### src/rtl/intc.sv
// 8-source interrupt controller with PEND/ENA/ISRC registers on a 16-bit CPU bus.
// Define INTC_EDGE_EN for rising-edge capture of sources; the default build mirrors source levels.
module intc #(
    parameter int unsigned               ADDR_WIDTH = 16,
    parameter logic [ADDR_WIDTH-1:0]     BASE_ADDR  = 'h020
) (
    input  logic                  clk,
    input  logic                  rst,
    input  logic [ADDR_WIDTH-1:0] mem_addr,
    input  logic                  rd_mem,
    input  logic                  wr_mem,
    input  logic                  byt,
    input  logic [15:0]           wr_data,
    output logic [15:0]           rd_data,
    output logic                  rd_hit,
    input  logic [7:0]            src_irq,
    output logic                  irq
);

    localparam logic [ADDR_WIDTH-2:0] PEND_WA = BASE_ADDR[ADDR_WIDTH-1:1];
    localparam logic [ADDR_WIDTH-2:0] ENA_WA  = PEND_WA + (ADDR_WIDTH-1)'(1);
    localparam logic [ADDR_WIDTH-2:0] ISRC_WA = PEND_WA + (ADDR_WIDTH-1)'(2);

    function automatic logic [2:0] low_idx(input logic [7:0] v);
        low_idx = 3'd0;
        for (int i = 7; i >= 0; i--) begin
            if (v[i]) low_idx = 3'(i);
        end
    endfunction

    logic [7:0]  pend_q, pend_d;
    logic [7:0]  ena_q, ena_d;
    logic        irq_q;
    logic [15:0] rd_data_q, rd_data_d;
    logic        rd_hit_q, rd_hit_d;

    logic        hit_pend_s, hit_ena_s, hit_isrc_s;
    logic        wr_lo_s, wr_pend_s, wr_ena_s, wr_isrc_s;
    logic [7:0]  active_s;
    logic [2:0]  isrc_idx_s;
    logic [15:0] isrc_val_s;
    logic        unused_s;

    assign hit_pend_s = (mem_addr[ADDR_WIDTH-1:1] == PEND_WA);
    assign hit_ena_s  = (mem_addr[ADDR_WIDTH-1:1] == ENA_WA);
    assign hit_isrc_s = (mem_addr[ADDR_WIDTH-1:1] == ISRC_WA);

    // Upper-byte writes carry no register bits, so they are dropped entirely.
    assign wr_lo_s   = wr_mem & ~(byt & mem_addr[0]);
    assign wr_pend_s = wr_lo_s & hit_pend_s;
    assign wr_ena_s  = wr_lo_s & hit_ena_s;
    assign wr_isrc_s = wr_lo_s & hit_isrc_s;

    assign active_s   = pend_q & ena_q;
    assign isrc_idx_s = low_idx(active_s);
    assign isrc_val_s = {|active_s, 12'h000, isrc_idx_s};

`ifdef INTC_EDGE_EN
    logic [7:0] hist_q;
    logic [7:0] rise_s;
    logic [7:0] clr_s;

    assign rise_s   = src_irq & ~hist_q;
    assign unused_s = ^wr_data[15:8];

    // Clear mask from W1C writes and the ISRC-acknowledge of the reported source.
    always_comb begin
        clr_s = 8'h00;
        if (wr_pend_s) begin
            clr_s = wr_data[7:0];
        end else if (wr_isrc_s && (|active_s)) begin
            clr_s = 8'h01 << isrc_idx_s;
        end else begin
            clr_s = 8'h00;
        end
    end

    // Edge capture: a new rising edge overrides a same-cycle clear.
    always_comb begin
        pend_d = (pend_q & ~clr_s) | rise_s;
    end

    // Source history, preset high so sources already asserted at reset release are ignored.
    always_ff @(posedge clk) begin
        if (rst) hist_q <= 8'hFF;
        else     hist_q <= src_irq;
    end
`else
    assign unused_s = ^{wr_data[15:8], wr_pend_s, wr_isrc_s};

    // Level mode: pending flags simply follow the sources.
    always_comb begin
        pend_d = src_irq;
    end
`endif

    // Enable mask load.
    always_comb begin
        if (wr_ena_s) ena_d = wr_data[7:0];
        else          ena_d = ena_q;
    end

    // Read response captures the pre-write register value of this cycle.
    always_comb begin
        rd_hit_d  = 1'b0;
        rd_data_d = 16'h0000;
        if (rd_mem && hit_pend_s) begin
            rd_hit_d  = 1'b1;
            rd_data_d = {8'h00, pend_q};
        end else if (rd_mem && hit_ena_s) begin
            rd_hit_d  = 1'b1;
            rd_data_d = {8'h00, ena_q};
        end else if (rd_mem && hit_isrc_s) begin
            rd_hit_d  = 1'b1;
            rd_data_d = isrc_val_s;
        end else begin
            rd_hit_d  = 1'b0;
            rd_data_d = 16'h0000;
        end
    end

    // State and registered outputs.
    always_ff @(posedge clk) begin
        if (rst) begin
            pend_q    <= 8'h00;
            ena_q     <= 8'h00;
            irq_q     <= 1'b0;
            rd_data_q <= 16'h0000;
            rd_hit_q  <= 1'b0;
        end else begin
            pend_q    <= pend_d;
            ena_q     <= ena_d;
            irq_q     <= |active_s;
            rd_data_q <= rd_data_d;
            rd_hit_q  <= rd_hit_d;
        end
    end

    assign rd_data = rd_data_q;
    assign rd_hit  = rd_hit_q;
    assign irq     = irq_q;

endmodule
### config.mk
export PLATFORM = sky130hd
export DESIGN_NAME = intc
export DESIGN_NICKNAME = d
export VERILOG_FILES = /design/src/rtl/intc.sv
export SDC_FILE = /design/constraint.sdc
export NUM_CORES = 1
export LEC_CHECK = 0
export BUFFER_PORTS_ARGS = -buffer_cell sky130_fd_sc_hd__buf_2
export CAP_MARGIN = 15
export CORE_AREA = 4 4 57 65
export CTS_CLUSTER_DIAMETER = 120
export DETAILED_ROUTE_END_ITERATION = 8
export DIE_AREA = 0 0 61 69
export GPL_ROUTABILITY_DRIVEN = 0
export HOLD_SLACK_MARGIN = 0.06
export PLACE_DENSITY_LB_ADDON = 0.12
export SYNTH_ARGS = -nofsm -noshare
export SYNTH_HDL_FRONTEND = slang
export SYNTH_SLANG_ARGS = --single-unit
### constraint.sdc
create_clock -name clk -period 1.5 [get_ports clk]
set_input_delay 0.15 -clock clk [delete_from_list [all_inputs] [get_ports clk]]
set_output_delay 0.15 -clock clk [all_outputs]
set_load 0.02 [all_outputs]
==> results of run 1 <==
[synthesized netlist by cell type]
library cell  count  area [µm²]
a211oi_4          1        20.0
a21oi_1           2        10.0
a22oi_1           1        7.51
a31oi_1           1        6.26
a32o_1            2        20.0
a41oi_1           3        26.3
and2_1            1        6.26
and4_1            1        8.76
buf_1             1        3.75
buf_4             7        52.6
clkbuf_1          2        7.51
conb_1            1        3.75
dfxtp_1          27         541
inv_1             2        7.51
mux2i_1          14         140
nand2_1           9        33.8
nand3_1           1        5.00
nand3b_1          1        7.51
nand4_1           1        6.26
nand4_2           1        12.5
nand4b_1          1        8.76
nor2_1           16        60.1
nor2b_1           9        56.3
nor3_1            6        30.0
nor4_4            1        21.3
nor4b_1           1        8.76
nor4b_4           1        23.8
o211ai_1          1        7.51
o32a_1            1        10.0
or2_1             1        6.26
[flip-flops by register name (all words and copies together), names as in the netlist]
signal,cells
rd_data,9
irq,1
rd_hit,1
pend_q,8
ena_q,8
[critical path, cell delays in order, from the launching register on]
cell and delay [ns]:
dfxtp_1 0.41, nand2_1 0.06, a32o_1 0.26, a31oi_1 0.21
o32a_1 0.18, nor3_1 0.04
[cell type report]
type	instances	area (µm²)	share of cell area (%)
multi-input cells	84	569	34.9
repair buffers	68	443	27.1
clock buffers	3	22.5	1.38
inverters	2	7.51	0.460
clock inverters	1	7.51	0.460
flip-flops and latches	27	541	33.1
well taps	34	42.5	2.61
[how the worst max path moves through the flow]
stage / start / to / slack (ns) / cells past startpoint
global placement: mem_addr[4] / ena_q[6] / -0.08 / 7
floorplan: mem_addr[4] / ena_q[0] / 0.02 / 5
global route: mem_addr[11] / ena_q[4] / 0.13 / 7
CTS: ena_q[2] / rd_data[0] / 0.23 / 5
finish: ena_q[6] / rd_data[0] / 0.23 / 5
detailed placement: mem_addr[4] / ena_q[4] / -0.12 / 7
[stage by stage]
stage          total power [mW]  cells  setup TNS, ns
2_1_floorplan             0.816    123              0
3_3_place_gp              0.864    200         -0.599
3_5_place_dp              0.867    200         -0.912
4_1_cts                    1.21    218              0
5_1_grt                    1.25    219              0
6_report                   1.20    219              0
[per-layer routing]
layer  global-route usage [%]  up-vias
met5                        0        -
met4                     4.34        0
met3                     2.61        4
met2                     20.7       31
met1                     16.0      452
li1                         -      534
[cells by family (layout without fill, tap and decap cells)]
group / after synthesis / in the layout
muxes: 14 / 14
buffers and inverters: 12 / 74
other: 1 / 7
DFF: 27 / 27
AOI/OAI and AO/OA: 12 / 12
and+or+nand+nor: 51 / 51
[what timing repair did]
action | in CTS | in global routing
hold endpoints to repair | 14 | 1
resized for setup | 0 | 0
hold buffers | 14 | 1
[power groups by stage]
stage                     combinational (mW)  clock [mW]  sequential, mW
final                                  0.146       0.317           0.736
after global routing                   0.160       0.351           0.738
after CTS                              0.144       0.328           0.736
after detailed placement               0.116           0           0.752
after global placement                 0.113           0           0.751
after floorplan                       0.0660           0           0.750
==> results.ini, run 1 <==
[routing]
num_vias=1021
wl_met3_um=219
wl_per_cell_um=11.6
viasPerCell=4.66
drt-met1-wl_um=1090
detail_route.wirelength_um=2540
postRouteAntennaNets=0
top_layer=met4
met2_length_um=1200
drc_errors=0
drtIter0Drc=16
dr.pass1.iters=4

[global_routing]
grt.overflow.total=0
grt_antenna_before_repair=0
grt_max_degree=17
grt_use_total_pct=12.6
grt_pass1_vias=955
grt_pass1_wl_um=4220

[worst_setup_path]
worstPathRequired_ns=1.73
arrival_ns=1.50
endpoint_kind=flop
worstPathMaxFanout=4
crit_type=reg2reg
critPathLaunchType=flop
r2r_start=ena_q[6]
ff2ff_path_depth=5
ff2ff_setup_slack_ns=0.23
regToRegEndpoint=rd_data[0]

[job]
maxCapViolations=0

[die]
io_pins=63
rows=21
core-area_mm2=0.00300
initial_core_util_pct=38.7
dieArea_mm2=0.00421
die_w_um=61
die_y_um=69

[synth]
yosysUniqueCellTypes=30
synth.area.mux_share_pct=12.1
synth-adder-area-share_pct=0
synthCells=117
synth_compound_area_share_pct=9.29
synth_xor_area_share_pct=0
synthSimpleGateAreaFrac_pct=25.5
yosysSeqAreaShare_pct=46.7
synth-seq-cells=27
synth_area_mm2=0.00116
ys_warn_count=0
synth_top_family_by_area=simple AND/OR/NAND/NOR gates
syn_area_per_cell_um2=9.90

[clock_network]
cts_made_buffers=3
cts_sinks=27
clk_pin_slew_ns=0.15
clkLatencyLatePin_ns=0.33
tritoncts=yes
cts_buffer_depth=2
cts_setup_buffers=0
cts_max_level=1
root_buffer=clkbuf_4

[timing]
setup_viol=0
hold_viol_final=0
fin_skew_ns=0.00877
worst_hold_slack_ns=0.0630
clock.fmax_mhz=789
final.period_utilization_pct=84.5
setup_ws_ns=0.232
period_needed_ns=1.27
slew_viol_final=0
rsz0062_at_grt=false

[worst_hold_path]
min_path_type=in2reg
hp-start=wr_data[2]
hold_path_end=ena_q[2]
whs_path_depth=3

[power]
switchingPower_mw=0.287
internal-power_mw=0.912
ir_drop_uv=566
seq_power_share_pct=61.4
comb_power_share_pct=12.2
p_leak_nw=0.701
power_density_mw_per_mm2=734
clock_power_share_pct=26.4
switching_share_pct=23.9

[placement]
portBuffers=47
hpwl_um=2010
placed_area_mm2=0.00145
place_ws_ns=-0.122

[cells_and_area]
final_cell_mix=47 x buf_2, 27 x dfxtp_1, 16 x nor2_1
drive_above_1_share_pct=33.0
layout_commonest_cell=buf_2
design_area_mm2=0.00163
fillers=296
finalNetCount=231
n_antenna_cell=0
finish.utilization_pct=54.5
area.growth.synth_to_final_pct=40.9

[outcome]
status=finished, final reports clean

Power figures use the tool's default switching activity.
==> run 2: changes to the inputs <==
==> constraint.sdc (replaced) <==
create_clock -name clk -period 1.1 [get_ports clk]
set_input_delay 0.11 -clock clk [delete_from_list [all_inputs] [get_ports clk]]
set_output_delay 0.11 -clock clk [all_outputs]
set_load 0.02 [all_outputs]
==> run 2 against run 1 <==
The flow now finishes with violations (setup timing); cell count up 6.4%; critical path depth down 1; non-clock buffer count up 14; die area unchanged; sequential share of layout area down 2.9 points; clock-buffer cell count up 1; total power up 37%; highest routed layer unchanged.
==> results.ini, run 2 (same netlist as run 1, synthesis figures left out) <==
[power]
ir_drop_uv=664
switching_share_pct=22.5
power.total_mw=1.64
p_leak_nw=0.799
clock_power_share_pct=24.8
power_density_mw_per_mm2=908
switchingPower_mw=0.368
internal-power_mw=1.27
comb_power_share_pct=13.8
seq_power_share_pct=61.5

[routing]
met2_length_um=1370
wl_met3_um=257
viasPerCell=4.71
drt-met1-wl_um=1120
drc_errors=0
detail_route.wirelength_um=2770
postRouteAntennaNets=0
drtIter0Drc=29
top_layer=met4
num_vias=1098
dr.pass1.iters=4
wl_per_cell_um=11.9

[die]
rows=21
dieArea_mm2=0.00421
io_pins=63
die_w_um=61
core-area_mm2=0.00300
initial_core_util_pct=38.7
die_y_um=69

[placement]
dpl.cell_count=211
portBuffers=47
placed_area_mm2=0.00155
hpwl_um=2170
place_ws_ns=-0.424

[worst_setup_path]
cpPeakStageDelay_ns=0.38
regToRegEndpoint=rd_data[0]
ff2ff_setup_slack_ns=-0.08
ff2ff_path_depth=4
crit_slowest_cell=dfxtp_1
critPathLaunchType=flop
arrival_ns=1.44
endpoint_kind=flop
worstPathMaxFanout=3
crit_chain=a32o_2 > a31oi_2 > o32a_1 > nor3_2
crit_end=rd_data[0]
critPathLaunch=pend_q[7]
crit_type=reg2reg
r2r_start=pend_q[7]
worstPathRequired_ns=1.36

[timing]
setup_ws_ns=-0.0802
period_needed_ns=1.18
clock.fmax_mhz=847
setup_viol=11
slew_viol_final=0
final.period_utilization_pct=107
rsz0062_at_grt=true
fin_skew_ns=0.00424
hold_viol_final=0
worst_hold_slack_ns=0.101

[cells_and_area]
fin_cells=233
layout_commonest_cell=buf_2
area.growth.synth_to_final_pct=55.5
drive_above_1_share_pct=42.7
design_area_mm2=0.00180
largest_reg_flops=9
finalNetCount=245
final_cell_mix=45 x buf_2, 24 x dfxtp_1, 16 x dlygate4sd3_1, 16 x buf_4, 15 x nor2_1
n_antenna_cell=0

[global_routing]
grt.overflow.total=0
grt_max_degree=15
grt_use_total_pct=13.9
grt_pass1_wl_um=4610
grt_pass1_vias=1094
grt_antenna_before_repair=0

[clock_network]
tritoncts=yes
clk_pin_slew_ns=0.13
cts_made_buffers=3
clkLatencyLatePin_ns=0.31
cts_max_level=1
cts_buffer_depth=2
cts_sinks=27
root_buffer=clkbuf_4

[job]
maxCapViolations=0

[worst_hold_path]
hp-start=rst
min_path_type=in2reg

[outcome]
violations=setup timing
status=complete, but fails checks

-- run 2: cell count changes in the layout (fill, tap and decap cells not counted), moves of 2 or more --
cell     delta
nand2_2     +2
nor3_2      +3
nor3_1      -3
dfxtp_2     +3
buf_2       -2
nand2_1     -2
buf_6       +3
dfxtp_1     -3
buf_4      +11
-- run 2: final cells by class --
type / instances / area [µm²]
Fill cell: 272 / 1190
Multi-Input combinational cell: 84 / 602
Timing Repair Buffer: 82 / 579
Sequential cell: 27 / 544
Tap cell: 34 / 42.5
Clock buffer: 4 / 26.3
Inverter: 2 / 7.51
-- run 2: how the worst min path moves through the flow --
stage           endpoint  slack [ns]  cells after the start
2_1_floorplan        irq        0.19                      1
3_3_place_gp   pend_q[3]        0.32                      2
3_5_place_dp   pend_q[2]        0.33                      2
4_1_cts         ena_q[4]        0.09                      2
5_1_grt         ena_q[7]        0.10                      2
6_report        ena_q[4]        0.10                      2
-- run 2: power groups by stage --
| stage | Clock (mW) | Sequential, mW | Combinational (mW) |
|---|---|---|---|
| 6_report | 0.405 | 1.01 | 0.225 |
| 5_1_grt | 0.468 | 1.01 | 0.248 |
| 2_1_floorplan | 0 | 1.02 | 0.0899 |
| 3_5_place_dp | 0 | 1.03 | 0.175 |
| 4_1_cts | 0.425 | 1.01 | 0.223 |
| 3_3_place_gp | 0 | 1.03 | 0.174 |
-- run 2: metal layers --
metal	global-route usage, %	vias to the layer above
met5	0	-
met4	4.34	0
met3	2.80	2
met2	23.1	42
met1	17.4	494
li1	-	560
-- run 2: critical path: cells and delay by family, from the launching register on --
kind             cells  cell delay, ns
AO/OA/AOI/OAI        3            0.58
flip-flops           1            0.38
AND/OR/NAND/NOR      1            0.16
-- run 2: per-stage QoR --
step                      setup TNS (ns)  utilization [%]
after floorplan                    -2.60                -
after global placement             -6.07             51.8
after detailed placement           -6.58             51.8
after CTS                         -0.626             58.8
after global routing               -1.48             60.2
final                             -0.668             60.2
-- run 2: what timing repair did --
| action | in CTS | in global routing |
|---|---|---|
| gates cloned | 0 | 0 |
| endpoints found under the setup margin | 14 | 18 |
| buffers inserted | 1 | 1 |
| gates resized for setup | 5 | 9 |
| hold buffers | 16 | 0 |
| endpoints found under the hold margin | 16 | 0 |
| pin swaps | 6 | 1 |
==> run 3: changes to the inputs <==
--- a/config.mk
+++ b/config.mk
@@ -5,12 +5,13 @@
 export SDC_FILE = /design/constraint.sdc
 export NUM_CORES = 1
 export LEC_CHECK = 0
-export BUFFER_PORTS_ARGS = -buffer_cell sky130_fd_sc_hd__buf_2
+export ABC_AREA = 1
 export CAP_MARGIN = 15
-export CORE_AREA = 4 4 57 65
+export CORE_AREA = 4 4 59 66
 export CTS_CLUSTER_DIAMETER = 120
 export DETAILED_ROUTE_END_ITERATION = 8
-export DIE_AREA = 0 0 61 69
+export DIE_AREA = 0 0 63 70
+export DONT_BUFFER_PORTS = 1
 export GPL_ROUTABILITY_DRIVEN = 0
 export HOLD_SLACK_MARGIN = 0.06
 export PLACE_DENSITY_LB_ADDON = 0.12
==> run 3 against run 2 <==
The flow now finishes without violations; hold slack worse by 0.021 ns; first-iteration DRC count up 14%; global-route usage down 1.5 points; worst setup slack better by 0.18 ns; synthesized cell count up 64%; sequential cell count unchanged; area after synthesis up 8.9%; maximum frequency up 17%; critical path depth up 4; design area down 12%; critical path type unchanged.
==> results.ini, run 3 <==
[outcome]
status=finished, final reports clean

[clock_network]
clkLatencyLatePin_ns=0.32
clk_pin_slew_ns=0.14
root_buffer=clkbuf_4
tritoncts=yes
cts_made_buffers=3
cts_buffer_depth=2
cts_max_level=1
cts_sinks=27

[cells_and_area]
largest_reg_flops=9
final_cell_mix=45 x nand2_1, 43 x nor2_1, 26 x inv_1
fillers=337
n_antenna_cell=0
finalNetCount=266
design_area_mm2=0.00159
area.growth.synth_to_final_pct=25.7
layout_commonest_cell=nand2_1
finish.utilization_pct=48.4
drive_above_1_share_pct=20.0

[die]
die_w_um=63
dieArea_mm2=0.00441
rows=22
initial_core_util_pct=38.5
core-area_mm2=0.00328
die_y_um=70
io_pins=63

[global_routing]
grt_pass1_vias=1075
grt_max_degree=17
grt.overflow.total=0
grt_antenna_before_repair=0
grt_use_total_pct=12.4
grt_pass1_wl_um=4420

[job]
maxCapViolations=0

[timing]
slew_viol_final=0
hold_viol_final=0
slew_headroom_pct=64.3
period_needed_ns=1.01
worst_hold_slack_ns=0.0795
worst-slew-pin-transition_ns=0.535
setup_viol=0
finalSetupTns_ns=0
clock.fmax_mhz=995
rsz0062_at_grt=true
final.period_utilization_pct=91.4
fin_skew_ns=0.00229

[synth]
synth_edf_count=0
synthMostInstantiatedCell=nand2_1
synth_top_cell_by_area=dfxtp_1
synthArstFlopShare_pct=0
syn_area_per_cell_um2=6.57
ys_warn_count=0
yosysUniqueCellTypes=20
synth-seq-cells=27
synth_area_mm2=0.00126
synth_top_cell_area_share_pct=42.9
synthTopCellsByCount=52 x nand2_1, 45 x nor2_1, 27 x dfxtp_1, 27 x inv_1, 7 x buf_4
synth_ff_type=dfxtp_1
synthTopCellsByArea=dfxtp_1 43%, nand2_1 15%, nor2_1 13%
yosysSeqAreaShare_pct=42.9
synthCells=192

[worst_setup_path]
crit_buf_inv=1
critPathLaunchType=flop
cpPeakStageDelay_ns=0.38
crit_chain=nand2_2 > buf_4 > nand2_1 > nand2_1 > nand2_1 > nand2_1 > nand2_1 > a21oi_1
r2r_start=ena_q[4]
cp_num_cells=8
ff2ff_path_depth=8
cp_top_family=flip-flops
endpoint_kind=flop
crit_type=reg2reg
regToRegEndpoint=rd_data[0]
crit_top_cell=nand2_1
worstPathRequired_ns=1.34
ff2ff_setup_slack_ns=0.09
worstPathMaxFanout=3
crit_slowest_cell=dfxtp_2
arrival_ns=1.24

[routing]
drc_errors=0
top_layer=met4
met2_length_um=1330
detail_route.wirelength_um=2780
wl_met3_um=205
dr.pass1.iters=4
drtIter0Drc=33
postRouteAntennaNets=0
num_vias=1143
viasPerCell=4.46
wl_per_cell_um=10.9
drt-met1-wl_um=1210

[worst_hold_path]
hold_path_end=ena_q[5]
whs_path_depth=3
min_path_type=in2reg
hp-start=rst

[power]
power_density_mw_per_mm2=995
p_leak_nw=0.817
ir_drop_uv=319

[placement]
hpwl_um=2000
portBuffers=0
placed_area_mm2=0.00131

[run 3: cell count changes after synthesis, moves of 3 or more]
cell	previous run	this run
nand3_1	1	4
inv_1	2	27
a41oi_1	3	0
mux2i_1	14	0
nor2b_1	9	0
a21oi_1	2	5
nand2_1	9	52
nor2_2	0	4
nor2_1	16	45
nor3_1	6	0
o21ai_0	0	6
[run 3: power breakdown]
part	leakage, nW	internal [mW]	switching (mW)	total [mW]
Combinational	0.576	0.0689	0.0752	0.144
Clock	0.0177	0.136	0.291	0.427
Sequential	0.224	0.996	0.0101	1.01
Total	0.817	1.20	0.376	1.58
[run 3: worst max path at each step]
stage / from / to / slack (ns)
3_3_place_gp: mem_addr[14] / rd_data[3] / 0.00007
4_1_cts: ena_q[4] / rd_data[2] / 0.03
2_1_floorplan: mem_addr[4] / ena_q[0] / 0.07
3_5_place_dp: mem_addr[14] / rd_data[6] / -0.02
5_1_grt: ena_q[4] / rd_data[2] / -0.02
6_report: ena_q[4] / rd_data[0] / 0.09
[run 3: kinds of logic after synthesis]
group           Yosys count  share of synthesized area [%]
compound gates           14                           5.65
flops                    27                           42.9
buf+inv                  39                           14.4
simple gates            111                           36.8
other cells               1                          0.297
[run 3: final cells by class]
class / count / area [µm²] / area share, %
Sequential cell: 27 / 553 / 34.9
Inverter: 29 / 109 / 6.87
Multi-Input combinational cell: 132 / 591 / 37.3
Clock inverter: 1 / 5.00 / 0.316
Timing Repair Buffer: 28 / 260 / 16.4
Tap cell: 36 / 45.0 / 2.84
Clock buffer: 3 / 22.5 / 1.42
[run 3: stage by stage]
step           power, mW  setup WS, ns  instances
2_1_floorplan       1.11        0.0748        198
3_3_place_gp        1.10     0.0000682        231
3_5_place_dp        1.10       -0.0218        231
4_1_cts             1.59        0.0345        254
5_1_grt             1.66       -0.0200        256
6_report            1.58        0.0950        256
[run 3: timing repair]
| item | 4_1_cts | 5_1_grt |
|---|---|---|
| gates resized for setup | 0 | 22 |
| hold buffers | 19 | 0 |
| buffers inserted | 0 | 2 |
| endpoints found under the hold margin | 27 | 0 |
| setup endpoints to repair | 0 | 4 |
[run 3: worst reg2reg max path: cells and delay by family (launching register included)]
kind / cells / cell delay, ns
AO/OA/AOI/OAI: 1 / 0.06
buffers and inverters: 1 / 0.13
flip-flops: 1 / 0.38
AND/OR/NAND/NOR: 6 / 0.34
[run 3: per-layer routing]
metal  vias up  track usage (%)
li1        610                -
met1       479             15.2
met2        50             20.2
met3         4             2.73
met4         0             6.37
met5         -                0
